==> config.mk <==
export PLATFORM = sky130hd
export DESIGN_NAME = avmm_cmd_arbiter_flat
export DESIGN_NICKNAME = d
export VERILOG_FILES = /design/src/rtl/avmm_cmd_arbiter.sv /design/src/rtl/avmm_cmd_arbiter_if.sv /design/src/flat_wrapper.sv
export SDC_FILE = /design/constraint.sdc
export NUM_CORES = 1
export LEC_CHECK = 0
export CORE_AREA = 3 3 196 198
export CTS_BUF_LIST = sky130_fd_sc_hd__clkbuf_8
export DETAILED_ROUTE_END_ITERATION = 10
export DIE_AREA = 0 0 199 201
export GPL_TIMING_DRIVEN = 0
export SLEW_MARGIN = 15
export SYNTH_ARGS = -nofsm -noshare
export SYNTH_HDL_FRONTEND = slang
export SYNTH_SLANG_ARGS = --single-unit
==> constraint.sdc <==
create_clock -name clk -period 9.6 [get_ports clk]
set_input_delay 1.92 -clock clk [delete_from_list [all_inputs] [get_ports clk]]
set_output_delay 1.92 -clock clk [all_outputs]
set_load 0.01 [all_outputs]
==> src/rtl/avmm_cmd_arbiter.sv <==
// ---------------------------------------------------------------------------
// ccip_avmm_pkg / avmm_cmd_arbiter
//   Two-requester Avalon-MM command arbiter with read-response routing.
//
//   Ports
//     clk            : single clock, rising edge
//     reset          : synchronous, active-high
//     m0_avmm        : requester 0 (slave modport)
//     m1_avmm        : requester 1 (slave modport)
//     out_avmm       : shared downstream command/response (master modport)
//     rsp_orphan_err : sticky, a response beat arrived with no read outstanding
//
//   Parameter
//     RD_TAG_DEPTH   : outstanding read bursts tracked (power of 2, >= 2)
//
//   Build option
//     AVMM_ARB_FIXED_PRIORITY_EN : when defined, requester 0 wins every tie;
//                                  otherwise ties are broken round-robin.
//
//   A granted write keeps the grant for its whole burst; a granted read
//   releases it as soon as the command is accepted and records {id, burst}
//   in a tag FIFO. Response beats are steered to the requester at the FIFO
//   head with no added latency.
// ---------------------------------------------------------------------------
package ccip_avmm_pkg;
    localparam int CCIP_AVMM_REQUESTOR_DATA_WIDTH  = 64;
    localparam int CCIP_AVMM_REQUESTOR_ADDR_WIDTH  = 32;
    localparam int CCIP_AVMM_REQUESTOR_BURST_WIDTH = 4;
endpackage

module avmm_cmd_arbiter
    import ccip_avmm_pkg::*;
#(
    parameter int RD_TAG_DEPTH = 16
) (
    input  logic                 clk,
    input  logic                 reset,
    avmm_cmd_arbiter_if.slave    m0_avmm,
    avmm_cmd_arbiter_if.slave    m1_avmm,
    avmm_cmd_arbiter_if.master   out_avmm,
    output logic                 rsp_orphan_err
);
    localparam int DW = CCIP_AVMM_REQUESTOR_DATA_WIDTH;
    localparam int AW = CCIP_AVMM_REQUESTOR_ADDR_WIDTH;
    localparam int BW = CCIP_AVMM_REQUESTOR_BURST_WIDTH;
    localparam int PW = $clog2(RD_TAG_DEPTH);
    localparam int TW = 1 + BW;

    typedef enum logic [1:0] {
        IDLE   = 2'd0,
        GRANT0 = 2'd1,
        GRANT1 = 2'd2
    } state_t;

    state_t          r_state;
    logic            r_wr_active;      // first beat of the current write burst taken
    logic [BW-1:0]   r_wr_left;        // beats still owed after the first one
    logic [PW:0]     r_wr_ptr;
    logic [PW:0]     r_rd_ptr;
    logic [TW-1:0]   r_tag_mem [RD_TAG_DEPTH];
    logic [BW-1:0]   r_rsp_cnt;        // beats already returned for the head tag
    logic            r_orphan;
`ifndef AVMM_ARB_FIXED_PRIORITY_EN
    logic            r_last_grant;
`endif

    logic            w_g0;
    logic            w_g1;
    logic            w_any0;
    logic            w_any1;
    logic            w_pick1;
    logic            w_sel_write;
    logic            w_sel_read;
    logic [AW-1:0]   w_sel_addr;
    logic [DW-1:0]   w_sel_data;
    logic [BW-1:0]   w_sel_bc;
    logic            w_fifo_full;
    logic            w_fifo_empty;
    logic            w_rd_block;
    logic            w_out_read;
    logic            w_wait;
    logic            w_wr_acc;
    logic            w_rd_acc;
    logic            w_wr_last;
    logic [TW-1:0]   w_head;
    logic            w_head_id;
    logic [BW-1:0]   w_head_bc;
    logic            w_rsp_beat;
    logic            w_rsp_last;
    logic            w_pop;

    // Grant decode is masked by reset so the bus is quiet from the very first
    // reset cycle, before the state register has been cleared.
    assign w_g0 = (r_state == GRANT0) && !reset;
    assign w_g1 = (r_state == GRANT1) && !reset;

    assign w_any0 = m0_avmm.write | m0_avmm.read;
    assign w_any1 = m1_avmm.write | m1_avmm.read;

`ifdef AVMM_ARB_FIXED_PRIORITY_EN
    assign w_pick1 = w_any1 && !w_any0;
`else
    // Tie goes to whoever was not served last.
    assign w_pick1 = w_any1 && (!w_any0 || !r_last_grant);
`endif

    // ---------------- command path ----------------
    assign w_sel_write = w_g0 ? m0_avmm.write : (w_g1 ? m1_avmm.write : 1'b0);
    assign w_sel_read  = w_g0 ? m0_avmm.read  : (w_g1 ? m1_avmm.read  : 1'b0);
    assign w_sel_addr  = w_g1 ? m1_avmm.address    : m0_avmm.address;
    assign w_sel_data  = w_g1 ? m1_avmm.writedata  : m0_avmm.writedata;
    assign w_sel_bc    = w_g1 ? m1_avmm.burstcount : m0_avmm.burstcount;

    assign w_fifo_empty = (r_wr_ptr == r_rd_ptr);
    assign w_fifo_full  = (r_wr_ptr[PW] != r_rd_ptr[PW]) &&
                          (r_wr_ptr[PW-1:0] == r_rd_ptr[PW-1:0]);

    // A read is held off while the tag FIFO is full (no credit for its
    // response) or while a write burst is mid-flight; write takes precedence
    // if a requester raises both.
    assign w_rd_block = w_sel_read && !w_sel_write && (w_fifo_full || r_wr_active);
    assign w_out_read = w_sel_read && !w_sel_write && !w_fifo_full && !r_wr_active;
    assign w_wait     = out_avmm.waitrequest | w_rd_block;

    assign out_avmm.write      = w_sel_write;
    assign out_avmm.read       = w_out_read;
    assign out_avmm.address    = w_sel_addr;
    assign out_avmm.writedata  = w_sel_data;
    assign out_avmm.burstcount = w_sel_bc;

    assign m0_avmm.waitrequest = w_g0 ? w_wait : 1'b1;
    assign m1_avmm.waitrequest = w_g1 ? w_wait : 1'b1;

    assign w_wr_acc  = w_sel_write && !out_avmm.waitrequest;
    assign w_rd_acc  = w_out_read  && !out_avmm.waitrequest;
    // burstcount of 0 is illegal; treat it like a single beat so the grant
    // can never lock up.
    assign w_wr_last = w_wr_acc && (r_wr_active ? (r_wr_left == BW'(1))
                                                : (w_sel_bc <= BW'(1)));

    always_ff @(posedge clk) begin
        if (reset) begin
            r_state     <= IDLE;
            r_wr_active <= 1'b0;
            r_wr_left   <= '0;
        end else begin
            case (r_state)
                IDLE: begin
                    r_wr_active <= 1'b0;
                    if (w_any0 || w_any1)
                        r_state <= w_pick1 ? GRANT1 : GRANT0;
                end
                GRANT0, GRANT1: begin
                    if (w_wr_acc) begin
                        if (w_wr_last) begin
                            r_state     <= IDLE;
                            r_wr_active <= 1'b0;
                        end else if (!r_wr_active) begin
                            r_wr_active <= 1'b1;
                            r_wr_left   <= w_sel_bc - 1'b1;
                        end else begin
                            r_wr_left   <= r_wr_left - 1'b1;
                        end
                    end else if (w_rd_acc) begin
                        r_state <= IDLE;
                    end
                end
                default: r_state <= IDLE;
            endcase
        end
    end

`ifndef AVMM_ARB_FIXED_PRIORITY_EN
    // Reset value 1 lets requester 0 win the first tie.
    always_ff @(posedge clk) begin
        if (reset)
            r_last_grant <= 1'b1;
        else if (w_wr_last || w_rd_acc)
            r_last_grant <= w_g1;
    end
`endif

    // ---------------- read tag FIFO ----------------
    // Kept small and read asynchronously: the head tag must steer a response
    // beat in the same cycle it arrives.
    always_ff @(posedge clk) begin
        if (w_rd_acc)
            r_tag_mem[r_wr_ptr[PW-1:0]] <= {w_g1, w_sel_bc};
    end

    assign w_head    = r_tag_mem[r_rd_ptr[PW-1:0]];
    assign w_head_id = w_head[BW];
    assign w_head_bc = w_head[BW-1:0];

    assign w_rsp_beat = out_avmm.readdatavalid && !w_fifo_empty && !reset;
    assign w_rsp_last = (r_rsp_cnt + 1'b1 == w_head_bc) || (w_head_bc == '0);
    assign w_pop      = w_rsp_beat && w_rsp_last;

    always_ff @(posedge clk) begin
        if (reset) begin
            r_wr_ptr  <= '0;
            r_rd_ptr  <= '0;
            r_rsp_cnt <= '0;
            r_orphan  <= 1'b0;
        end else begin
            if (w_rd_acc)
                r_wr_ptr <= r_wr_ptr + 1'b1;
            if (w_pop)
                r_rd_ptr <= r_rd_ptr + 1'b1;
            if (w_rsp_beat)
                r_rsp_cnt <= w_rsp_last ? '0 : r_rsp_cnt + 1'b1;
            if (out_avmm.readdatavalid && w_fifo_empty)
                r_orphan <= 1'b1;
        end
    end

    // ---------------- response path ----------------
    assign m0_avmm.readdata      = out_avmm.readdata;
    assign m1_avmm.readdata      = out_avmm.readdata;
    assign m0_avmm.readdatavalid = w_rsp_beat && !w_head_id;
    assign m1_avmm.readdatavalid = w_rsp_beat &&  w_head_id;

    assign rsp_orphan_err = r_orphan;

endmodule
==> src/rtl/avmm_cmd_arbiter_if.sv <==
// ---------------------------------------------------------------------------
// avmm_cmd_arbiter_if
//   Avalon-MM bursting command/response bundle, shared by requester-side and
//   downstream-side ports of avmm_cmd_arbiter.
//
//   master modport : drives write/read/address/writedata/burstcount,
//                    receives waitrequest/readdata/readdatavalid.
//   slave modport  : the mirror image.
//
//   The default widths match ccip_avmm_pkg (declared in avmm_cmd_arbiter.sv).
// ---------------------------------------------------------------------------
interface avmm_cmd_arbiter_if #(
    parameter int DW = 64,
    parameter int AW = 32,
    parameter int BW = 4
);
    logic          write;
    logic          read;
    logic [AW-1:0] address;
    logic [DW-1:0] writedata;
    logic [BW-1:0] burstcount;
    logic          waitrequest;
    logic [DW-1:0] readdata;
    logic          readdatavalid;

    modport master (
        output write, read, address, writedata, burstcount,
        input  waitrequest, readdata, readdatavalid
    );

    modport slave (
        input  write, read, address, writedata, burstcount,
        output waitrequest, readdata, readdatavalid
    );
endinterface

==> src/flat_wrapper.sv <==
// flat-port wrapper written by rule: the top's interface ports become plain ports
module avmm_cmd_arbiter_flat import ccip_avmm_pkg::*;
#(
    parameter int RD_TAG_DEPTH = 16
)
  (clk, reset, rsp_orphan_err, m0_avmm_write, m0_avmm_read, m0_avmm_address, m0_avmm_writedata, m0_avmm_burstcount, m0_avmm_waitrequest, m0_avmm_readdata, m0_avmm_readdatavalid, m1_avmm_write, m1_avmm_read, m1_avmm_address, m1_avmm_writedata, m1_avmm_burstcount, m1_avmm_waitrequest, m1_avmm_readdata, m1_avmm_readdatavalid, out_avmm_write, out_avmm_read, out_avmm_address, out_avmm_writedata, out_avmm_burstcount, out_avmm_waitrequest, out_avmm_readdata, out_avmm_readdatavalid);
  avmm_cmd_arbiter_if m0_avmm_i ();
  avmm_cmd_arbiter_if m1_avmm_i ();
  avmm_cmd_arbiter_if out_avmm_i ();
  input  logic clk;
  input  logic reset;
  output logic rsp_orphan_err;
  input wire logic [$bits(m0_avmm_i.write)-1:0] m0_avmm_write;
  input wire logic [$bits(m0_avmm_i.read)-1:0] m0_avmm_read;
  input wire logic [$bits(m0_avmm_i.address)-1:0] m0_avmm_address;
  input wire logic [$bits(m0_avmm_i.writedata)-1:0] m0_avmm_writedata;
  input wire logic [$bits(m0_avmm_i.burstcount)-1:0] m0_avmm_burstcount;
  output wire logic [$bits(m0_avmm_i.waitrequest)-1:0] m0_avmm_waitrequest;
  output wire logic [$bits(m0_avmm_i.readdata)-1:0] m0_avmm_readdata;
  output wire logic [$bits(m0_avmm_i.readdatavalid)-1:0] m0_avmm_readdatavalid;
  input wire logic [$bits(m1_avmm_i.write)-1:0] m1_avmm_write;
  input wire logic [$bits(m1_avmm_i.read)-1:0] m1_avmm_read;
  input wire logic [$bits(m1_avmm_i.address)-1:0] m1_avmm_address;
  input wire logic [$bits(m1_avmm_i.writedata)-1:0] m1_avmm_writedata;
  input wire logic [$bits(m1_avmm_i.burstcount)-1:0] m1_avmm_burstcount;
  output wire logic [$bits(m1_avmm_i.waitrequest)-1:0] m1_avmm_waitrequest;
  output wire logic [$bits(m1_avmm_i.readdata)-1:0] m1_avmm_readdata;
  output wire logic [$bits(m1_avmm_i.readdatavalid)-1:0] m1_avmm_readdatavalid;
  output wire logic [$bits(out_avmm_i.write)-1:0] out_avmm_write;
  output wire logic [$bits(out_avmm_i.read)-1:0] out_avmm_read;
  output wire logic [$bits(out_avmm_i.address)-1:0] out_avmm_address;
  output wire logic [$bits(out_avmm_i.writedata)-1:0] out_avmm_writedata;
  output wire logic [$bits(out_avmm_i.burstcount)-1:0] out_avmm_burstcount;
  input wire logic [$bits(out_avmm_i.waitrequest)-1:0] out_avmm_waitrequest;
  input wire logic [$bits(out_avmm_i.readdata)-1:0] out_avmm_readdata;
  input wire logic [$bits(out_avmm_i.readdatavalid)-1:0] out_avmm_readdatavalid;
  assign m0_avmm_i.write = m0_avmm_write;
  assign m0_avmm_i.read = m0_avmm_read;
  assign m0_avmm_i.address = m0_avmm_address;
  assign m0_avmm_i.writedata = m0_avmm_writedata;
  assign m0_avmm_i.burstcount = m0_avmm_burstcount;
  assign m0_avmm_waitrequest = m0_avmm_i.waitrequest;
  assign m0_avmm_readdata = m0_avmm_i.readdata;
  assign m0_avmm_readdatavalid = m0_avmm_i.readdatavalid;
  assign m1_avmm_i.write = m1_avmm_write;
  assign m1_avmm_i.read = m1_avmm_read;
  assign m1_avmm_i.address = m1_avmm_address;
  assign m1_avmm_i.writedata = m1_avmm_writedata;
  assign m1_avmm_i.burstcount = m1_avmm_burstcount;
  assign m1_avmm_waitrequest = m1_avmm_i.waitrequest;
  assign m1_avmm_readdata = m1_avmm_i.readdata;
  assign m1_avmm_readdatavalid = m1_avmm_i.readdatavalid;
  assign out_avmm_write = out_avmm_i.write;
  assign out_avmm_read = out_avmm_i.read;
  assign out_avmm_address = out_avmm_i.address;
  assign out_avmm_writedata = out_avmm_i.writedata;
  assign out_avmm_burstcount = out_avmm_i.burstcount;
  assign out_avmm_i.waitrequest = out_avmm_waitrequest;
  assign out_avmm_i.readdata = out_avmm_readdata;
  assign out_avmm_i.readdatavalid = out_avmm_readdatavalid;
  avmm_cmd_arbiter #(.RD_TAG_DEPTH(RD_TAG_DEPTH)) u_core (.clk(clk), .reset(reset), .m0_avmm(m0_avmm_i), .m1_avmm(m1_avmm_i), .out_avmm(out_avmm_i), .rsp_orphan_err(rsp_orphan_err));
endmodule
==> results of run 1 <==
==> final cells by class <==
class | count | area [um2]
inverters | 13 | 48.8
plain buffers | 166 | 1140
clock buffers | 9 | 124
clock inverters | 7 | 92.6
fillers | 3831 | 24400
multi-input cells | 509 | 2890
repair buffers | 442 | 4420
flip-flops and latches | 107 | 2940
well taps | 468 | 586
diodes | 2 | 5.00
==> cells by family after synthesis <==
logic type / Yosys count
buf+inv: 179
xor+xnor: 17
fa+ha+maj: 12
flops: 107
compound gates: 47
simple gates: 394
mux: 39
==> per-stage QoR <==
step | util | hold WS (ns) | worst slack [ns]
final | 0.334 | 0.490 | 1.99
after global routing | 0.334 | 0.527 | 1.77
after CTS | 0.334 | 0.484 | 1.87
after detailed placement | 0.328 | 0.472 | 1.88
after global placement | 0.328 | 0.462 | 1.80
after floorplan | - | 0.447 | 4.52
==> worst min-delay path: stages, from the launching register on <==
cell,delay [ns]
dfxtp_1,0.34
nand2_1,0.06
a21oi_1,0.05
==> where the power goes <==
part / total (W) / internal, W / switching (W)
Combinational: 0.000470 / 0.000260 / 0.000210
Sequential: 0.000507 / 0.000504 / 0.00000376
Clock: 0.000303 / 0.000146 / 0.000156
==> layer usage <==
metal  vias up  track usage  share of wire
li1       3418            -              -
met1      3385        0.250           0.43
met2       289        0.297           0.45
met3        43       0.0806           0.10
met4        20       0.0341          0.016
met5         -            0         0.0034
==> cells in the mapped netlist (2+ instances only) <==
library cell,count
mux4_1,5
nand3_1,9
nor2_1,28
o211ai_1,2
nand2_1,316
ha_1,12
inv_1,12
a21oi_1,18
o21ai_0,2
buf_2,6
nor2b_1,4
nand2b_1,6
nand3b_1,6
nor4_1,2
a211oi_1,2
xor2_1,10
buf_1,3
a31oi_1,3
buf_4,129
o21ai_1,4
mux2i_1,14
nor3_1,9
or3_1,2
dfxtp_1,27
edfxtp_1,80
nand4_1,2
clkbuf_1,25
a2111oi_1,2
mux4_2,15
xnor2_1,7
mux2_2,5
==> state kept, by name, indices dropped and copies added (netlist names), named ones only <==
| signal | count |
|---|---|
| u_core.r_tag_mem | 80 |
| u_core.r_wr_active | 1 |
| u_core.r_state | 2 |
| u_core.r_wr_left | 4 |
| u_core.rsp_orphan_err | 1 |
| u_core.r_wr_ptr | 5 |
| u_core.r_last_grant | 1 |
| u_core.r_rsp_cnt | 4 |
| u_core.r_rd_ptr | 5 |
==> worst paths after layout <==
| path | from | end | slack [ns] | cells past startpoint |
|---|---|---|---|---|
| worst max-delay path | reset | out_avmm_address[25] | 1.99 | 8 |
| worst min-delay path | u_core.r_rsp_cnt[1] | u_core.r_rsp_cnt[1] | 0.49 | 2 |
| worst max register to register | u_core.r_state[0] | u_core.r_state[0] | 5.36 | 14 |
| worst min register to register | u_core.r_rsp_cnt[1] | u_core.r_rsp_cnt[1] | 0.49 | 2 |
==> results.yml, run 1 <==
synthesis:
  synth_area_leaders: "edfxtp_1, nand2_1, buf_4"
  synth.top_cell.area_share: 0.342
  synth-seq-cells: 107
  yosys.area_share.xor_xnor: 0.0212
  synthMuxAreaShare: 0.0948
  netlist_instances: 795
  ys_async_sr_fraction: 0
  ys_seq_area_frac: 0.419
  synth_top_area_cell: "edfxtp_1"
  ys_warn_count: 0
  synth.distinct_cells: 59
  synth-compound-area-share: 0.0449
  avgSynthCellArea_um2: 8.83
  yosys.area_share.simple: 0.229
  synth.cell_area_um2: 7020
  synth_flop_cell: "edfxtp_1"
  synth_top_family_by_area: "simple AND/OR/NAND/NOR gates"
  synth-edff-count: 80
  synth_fp_nets: 1079
  synth_fa_ha_area_frac: 0.0214
placed_design:
  dpl_cell_area_um2: 12000
  dp_hpwl_um: 34800
  dp.cells: 1705
  place_congestion: 0.858
  portBuffers: 442
grt:
  grt-ovfl-total: 0
  grt_pass1_vias: 7306
  antenna_found_initial: 14
  grtUsageTotal: 0.191
  grt_pass1_wl_um: 53800
  grt_start_max_net_pins: 26
floorplanning:
  start_util: 0.191
  ios: 507
  num_rows: 70
  chipWidth_um: 199
  design.die.area_um2: 40000
  core_area_um2: 36700
  fp.dieH_um: 201
cts:
  cts_max_path_buffers: 2
  clk_latency_ns: 0.38
  clk_pin_slew_ns: 0.09
  post_cts_resized: 0
  ctsHoldBuffers: 0
  cts_setup_buffers: 0
  clkSinkCount: 107
  cts.htree.levels: 3
  clockRootBuffer: "clkbuf_8"
  cts_tree: "built"
  numCtsBuffers: 9
timing:
  hold_viol: 0
  setup_viol: 0
  tns_ns: 0
  period_share: 0.793
  grt_setup_unrepaired: "no"
  maxSlewViolCount: 0
  skew_ns: 0.00943
  slew_headroom: 0.394
  period_minus_slack_ns: 7.61
  fmax_ghz: 0.131
  worst_pin_slew_ns: 0.910
pwr:
  p_per_area_nw_per_um2: 105
  p_leak_nw: 4.91
  p_total_w: 0.00128
  ir_worst_vdd_mv: 0.0526
detailed_routing:
  drt_wl_total_um: 39600
  vias_per_cell: 4.15
  dr_total_vias: 7155
  route.detailed.wl_per_inst_um: 23.0
  drtIter0Drc: 387
  dr.pass1.iters: 5
  postRouteAntennaNets: 0
  post-route-drc-count: 0
worst_setup_path:
  cpMostUsedCell: "clkbuf_1"
  path_buf_inv: 5
  max_stage_delay_ns: 0.73
  crit_slowest_cell: "clkbuf_1"
  cp_data_required_time_ns: 7.68
  cp_data_arrival_time_ns: 5.69
  path_cells: "clkdlybuf4s50_1 > nand2b_1 > clkbuf_1 > clkbuf_1 > clkbuf_1 > nand2_1 > nand2_1 > clkdlybuf4s50_1"
  crit_family: "buffers and inverters"
  path_max_fanout: 10
  end_kind: "output pin"
  startpoint_type: "input port"
  critPathKind: "input port to output pin"
cells_and_area:
  fin_cells: 1723
  nets: 1532
  drive_gt1_frac: 0.144
  mostFrequentLayoutCells: "clkdlybuf4s50_1, nand2_1, buf_4"
  fin_area_um2: 12300
  area_growth_pct: 74.5
  layout_commonest_cell: "clkdlybuf4s50_1"
job:
  drv_cap: 0
hold_path:
  worst_hold_path_type: "register to register"
outcome:
  status: "completed"
No activity file was read; power rests on OpenSTA's default activity.
==> inputs of run 2 (changes only) <==
- CORE_AREA: 3 3 196 198 -> 3 3 195 197
- DIE_AREA: 0 0 199 201 -> 0 0 198 200
- clock period: 9.6 -> 6.3 ns (I/O delays scaled with it)
==> run 2 against run 1 <==
  * Sequential power rose by 52%
  * Clock power is 57% higher
  * Register-to-register slack lost 3.1 ns
  * Critical endpoint is now out_avmm_address[19]
  * Largest cell class unchanged
  * Largest power group unchanged
  * Highest routed layer unchanged
==> results.yml, run 2 (synthesis gave the netlist of run 1 again) <==
outcome:
  status: "completed"
cells_and_area:
  layout_commonest_cell: "clkdlybuf4s50_1"
  mostFrequentLayoutCells: "clkdlybuf4s50_1, nand2_1, buf_4"
  drive_gt1_frac: 0.146
  multi_input_area_um2: 2890
  area_growth_pct: 74.8
  regArea_um2: 2940
  largest_register_ff_count: 80
  fin_cells: 1722
  fin_area_um2: 12300
  nets: 1532
  fillers: 3797
pwr:
  ir_worst_vdd_mv: 0.0810
  p_leak_nw: 4.92
  power_switching_w: 0.000574
  sw_frac_of_total: 0.292
  p_per_area_nw_per_um2: 160
  p_clk_frac: 0.242
  intPower_w: 0.00139
  seqPwrFrac: 0.393
  power_frac_comb: 0.365
  p_total_w: 0.00197
placed_design:
  dp.cells: 1705
  dp_hpwl_um: 34500
  dp_slack_ns: -0.334
  place_congestion: 0.840
  dpl_cell_area_um2: 12000
  portBuffers: 442
timing:
  worst_pin_slew_ns: 1.02
  tns_ns: 0
  skew_ns: 0.00829
  grt_setup_unrepaired: "no"
  period_minus_slack_ns: 5.97
  hold_viol: 0
  slew_headroom: 0.316
  setup_viol: 0
  fin_ws_ns: 0.335
  period_share: 0.947
  maxSlewViolCount: 0
  fmax_ghz: 0.168
cts:
  numCtsBuffers: 9
  cts.htree.levels: 3
  clkSinkCount: 107
  clk_pin_slew_ns: 0.10
  cts_tree: "built"
  cts_max_path_buffers: 2
  cts_setup_buffers: 0
  clk_latency_ns: 0.38
  clockRootBuffer: "clkbuf_8"
grt:
  grt_start_max_net_pins: 26
  grtUsageTotal: 0.190
  grt_pass1_wl_um: 52400
  grt_pass1_vias: 7033
  grt-ovfl-total: 0
  antenna_found_initial: 6
worst_setup_path:
  r2r-start: "u_core.r_state[0]"
  r2r_cells: 14
  crit_path_end: "out_avmm_address[19]"
  critPathKind: "input port to output pin"
  cp_data_required_time_ns: 5.04
  rrSetupSlack_ns: 2.23
  r2r-end: "u_core.r_state[0]"
  startpoint_type: "input port"
  startpoint: "reset"
  end_kind: "output pin"
  path_max_fanout: 10
  cp_data_arrival_time_ns: 4.71
detailed_routing:
  drt_wl_total_um: 39300
  drtIter0Drc: 345
  dr_total_vias: 7135
  post-route-drc-count: 0
  postRouteAntennaNets: 0
  dr.pass1.iters: 5
  route.detailed.wl_per_inst_um: 22.8
  vias_per_cell: 4.14
floorplanning:
  chipWidth_um: 198
  core_area_um2: 36400
  start_util: 0.193
  design.die.area_um2: 39600
  ios: 507
  fp.dieH_um: 200
  num_rows: 70
hold_path:
  worst_hold_path_type: "register to register"
job:
  drv_cap: 0
## run 2: per-stage QoR
| stage | util | hold WS (ns) |
|---|---|---|
| 5_1_grt | 0.337 | 0.502 |
| 3_3_place_gp | 0.330 | 0.465 |
| 2_1_floorplan | - | 0.447 |
| 6_report | 0.337 | 0.482 |
| 3_5_place_dp | 0.330 | 0.470 |
| 4_1_cts | 0.337 | 0.487 |
## run 2: cell type report
type,instances,area share
repair buffers,442,0.361
multi-input cells,509,0.235
clock buffers,9,0.0101
diodes,1,0.000204
clock inverters,7,0.00897
well taps,468,0.0477
plain buffers,166,0.0932
flip-flops and latches,107,0.240
inverters,13,0.00398
## run 2: power by group through the flow
| stage | Sequential [W] | Combinational (W) | Clock [W] |
|---|---|---|---|
| after floorplan | 0.000788 | 0.000263 | 0 |
| after global placement | 0.000789 | 0.000720 | 0 |
| after detailed placement | 0.000789 | 0.000724 | 0 |
| after CTS | 0.000773 | 0.000727 | 0.000489 |
| after global routing | 0.000775 | 0.000769 | 0.000515 |
| final | 0.000773 | 0.000719 | 0.000476 |
## run 2: critical path, cell delays in order
cell             delay [ns]
clkdlybuf4s50_1        0.44
nand2b_1               0.35
clkbuf_2               0.36
inv_2                  0.29
clkbuf_1               0.60
clkbuf_1               0.40
nand2_1                0.11
nand2_1                0.08
clkdlybuf4s50_1        0.79
## run 2: what timing repair did
action                                  CTS  global route
resized for setup                         1             2
hold endpoints to repair                  0             0
gates cloned                              0             0
endpoints found under the setup margin   10             1
hold buffers                              0             0
## run 2: how the worst min path moves through the flow
stage | start | to | slack (ns) | depth (start not counted)
2_1_floorplan | u_core.r_last_grant | u_core.r_last_grant | 0.45 | 2
3_3_place_gp | u_core.r_rsp_cnt[1] | u_core.r_rsp_cnt[1] | 0.46 | 2
3_5_place_dp | u_core.rsp_orphan_err | u_core.rsp_orphan_err | 0.47 | 2
4_1_cts | u_core.r_rsp_cnt[1] | u_core.r_rsp_cnt[1] | 0.49 | 2
5_1_grt | u_core.r_rsp_cnt[1] | u_core.r_rsp_cnt[1] | 0.50 | 2
6_report | u_core.r_state[0] | u_core.r_state[0] | 0.48 | 2
## run 2: routing by layer
layer	track usage	share of wire	vias to the layer above
li1	-	-	3421
met1	0.265	0.45	3389
met2	0.300	0.46	296
met3	0.0530	0.083	21
met4	0.0299	0.010	8
met5	0	0.0018	-
==> edit, RTL diff (config.mk and constraints of run 1) <==
Add a define of `AVMM_ARB_FIXED_PRIORITY_EN`.
--- a/src/rtl/avmm_cmd_arbiter.sv
+++ b/src/rtl/avmm_cmd_arbiter.sv
@@ -23,4 +23,6 @@
 //   head with no added latency.
 // ---------------------------------------------------------------------------
+`define AVMM_ARB_FIXED_PRIORITY_EN
+
 package ccip_avmm_pkg;
     localparam int CCIP_AVMM_REQUESTOR_DATA_WIDTH  = 64;
Formal check against the unedited RTL: not equivalent (Yosys sat finds a counterexample within 4 cycles, from zero or initial values and one cycle with reset high).
==> edit against run 1 <==
Sequential cell count fell by 1; fmax increased by 10%; total power increased by 16%; area after synthesis increased by 3.6%; worst setup slack better by 0.71 ns; cell area up 1.7%; clock power fell by 17%; clock skew rose by 0.0050 ns; wire length is 13% lower; largest cell class unchanged.
==> edit: results (changes against run 1) <==
Run status:
- Status: complete, no violations (unchanged).

Pwr:
- The worst IR drop on VDD came to 0.0559 mV (was 0.0526 mV).
- The static power due to leakage was 5.04 nW (was 4.91 nW).

Global routing:
- The number of global-route vias before repair came to 7375 (was 7306).
- The global routing usage on met2 was 0.270 (was 0.297).
- The wire length of the first global-routing pass was 49000 um (was 53800 um).
- The total track usage came to 0.164 (was 0.191).

Synthesis:
- The mean post-synth cell area was 8.71 sq um (was 8.83 sq um).
- The count of different cell masters after synthesis is 63 (was 59).
- Area contributors post-synth: sky130_fd_sc_hd__edfxtp_1 33%, sky130_fd_sc_hd__nand2_1 16%, sky130_fd_sc_hd__buf_4 13% (was sky130_fd_sc_hd__edfxtp_1 34%, sky130_fd_sc_hd__nand2_1 17%, sky130_fd_sc_hd__buf_4 14%).
- The compound-gate portion of the synthesized area was 0.0532 (was 0.0449).

Routing:
- The routed length per instance was 19.6 um (was 23.0 um).
- The number of detailed-route iterations in the first pass is 6 (was 5).
- The amount of wire on met3 after detailed routing came to 2460 um (was 4040 um).
- The detailed route wirelength on metal2 is 16600 um (was 17900 um).
- The number of vias per cell is 4.19 (was 4.15).
- The number of DRC violations after detailed-routing iteration 0 is 325 (was 387).
- The sum of routed wire segments on met1 is 14700 um (was 16900 um).
- The wire length reported by the detailed router is 34400 um (was 39600 um).

Critical path:
- The cell depth of the worst flop-to-flop path is 11 (was 14).
- The arrival time reported for the critical path endpoint was 4.98 ns (was 5.69 ns).
- The reg-to-reg endpoint is u_core.r_state[1] (was u_core.r_state[0]).
- The setup slack on the worst flop-to-flop path was 5.46 ns (was 5.36 ns).
- The peak per-stage delay on the critical path is 0.67 ns (was 0.73 ns).

Placement:
- The post-place setup slack is 2.57 ns (was 1.88 ns).
- The placed cell count is 1745 (was 1705).
- The half-perimeter wire length after placement is 29900 um (was 34800 um).

Cells and area:
- The total area of sequential cells is 2920 sq um (was 2940 sq um).
- The number of antenna diodes is 0 (was 2).
- The multi-input combinational gate total came to 542 (was 509).
- The relative area of clock buffers and inverters in the final design is 0.0142 (was 0.0177).
- The ratio of cells with drive above 1 in the final layout is 0.142 (was 0.144).
- The inverter count of the layout excluding clock inverters was 17 (was 13).
- The count of plain and timing-repair buffers in the layout is 612 (was 608).
- The data-path buffer share of cell area in the final layout is 0.450 (was 0.454).
- The fill cell instance count of the final layout is 3760 (was 3831).
- The fraction of standard cell area that is sequential is 0.235 (was 0.240).

Min path:
- The startpoint of the most critical hold path is u_core.rsp_orphan_err (was u_core.r_rsp_cnt[1]).

STA:
- The setup skew after layout is 0.0144 ns (was 0.00943 ns).

Clock network:
- The clock sink count was 106 (was 107).
## edit: cells by family after synthesis
logic type               count (synthesis)
XOR/XNOR                                15
AND/OR/NAND/NOR                        411
AO/OA/AOI/OAI                           55
buffers and inverters                  187
flip-flops                             106
multiplexers                            49
adder cells (fa/ha/maj)                 12
## edit: power breakdown
group	total [mW]	internal, mW	switching, mW
clock network	0.252	0.0968	0.155
registers	0.516	0.511	0.00460
logic	0.712	0.363	0.350
## edit: how the worst max path moves through the flow
stage | from | to | slack (ns) | depth (start not counted)
floorplan | reset | out_avmm_address[10] | 4.52 | 7
global placement | reset | out_avmm_address[29] | 2.54 | 8
detailed placement | reset | out_avmm_burstcount[0] | 2.57 | 6
CTS | reset | out_avmm_burstcount[0] | 2.57 | 6
global route | reset | out_avmm_burstcount[0] | 2.44 | 6
finish | reset | out_avmm_burstcount[0] | 2.70 | 6
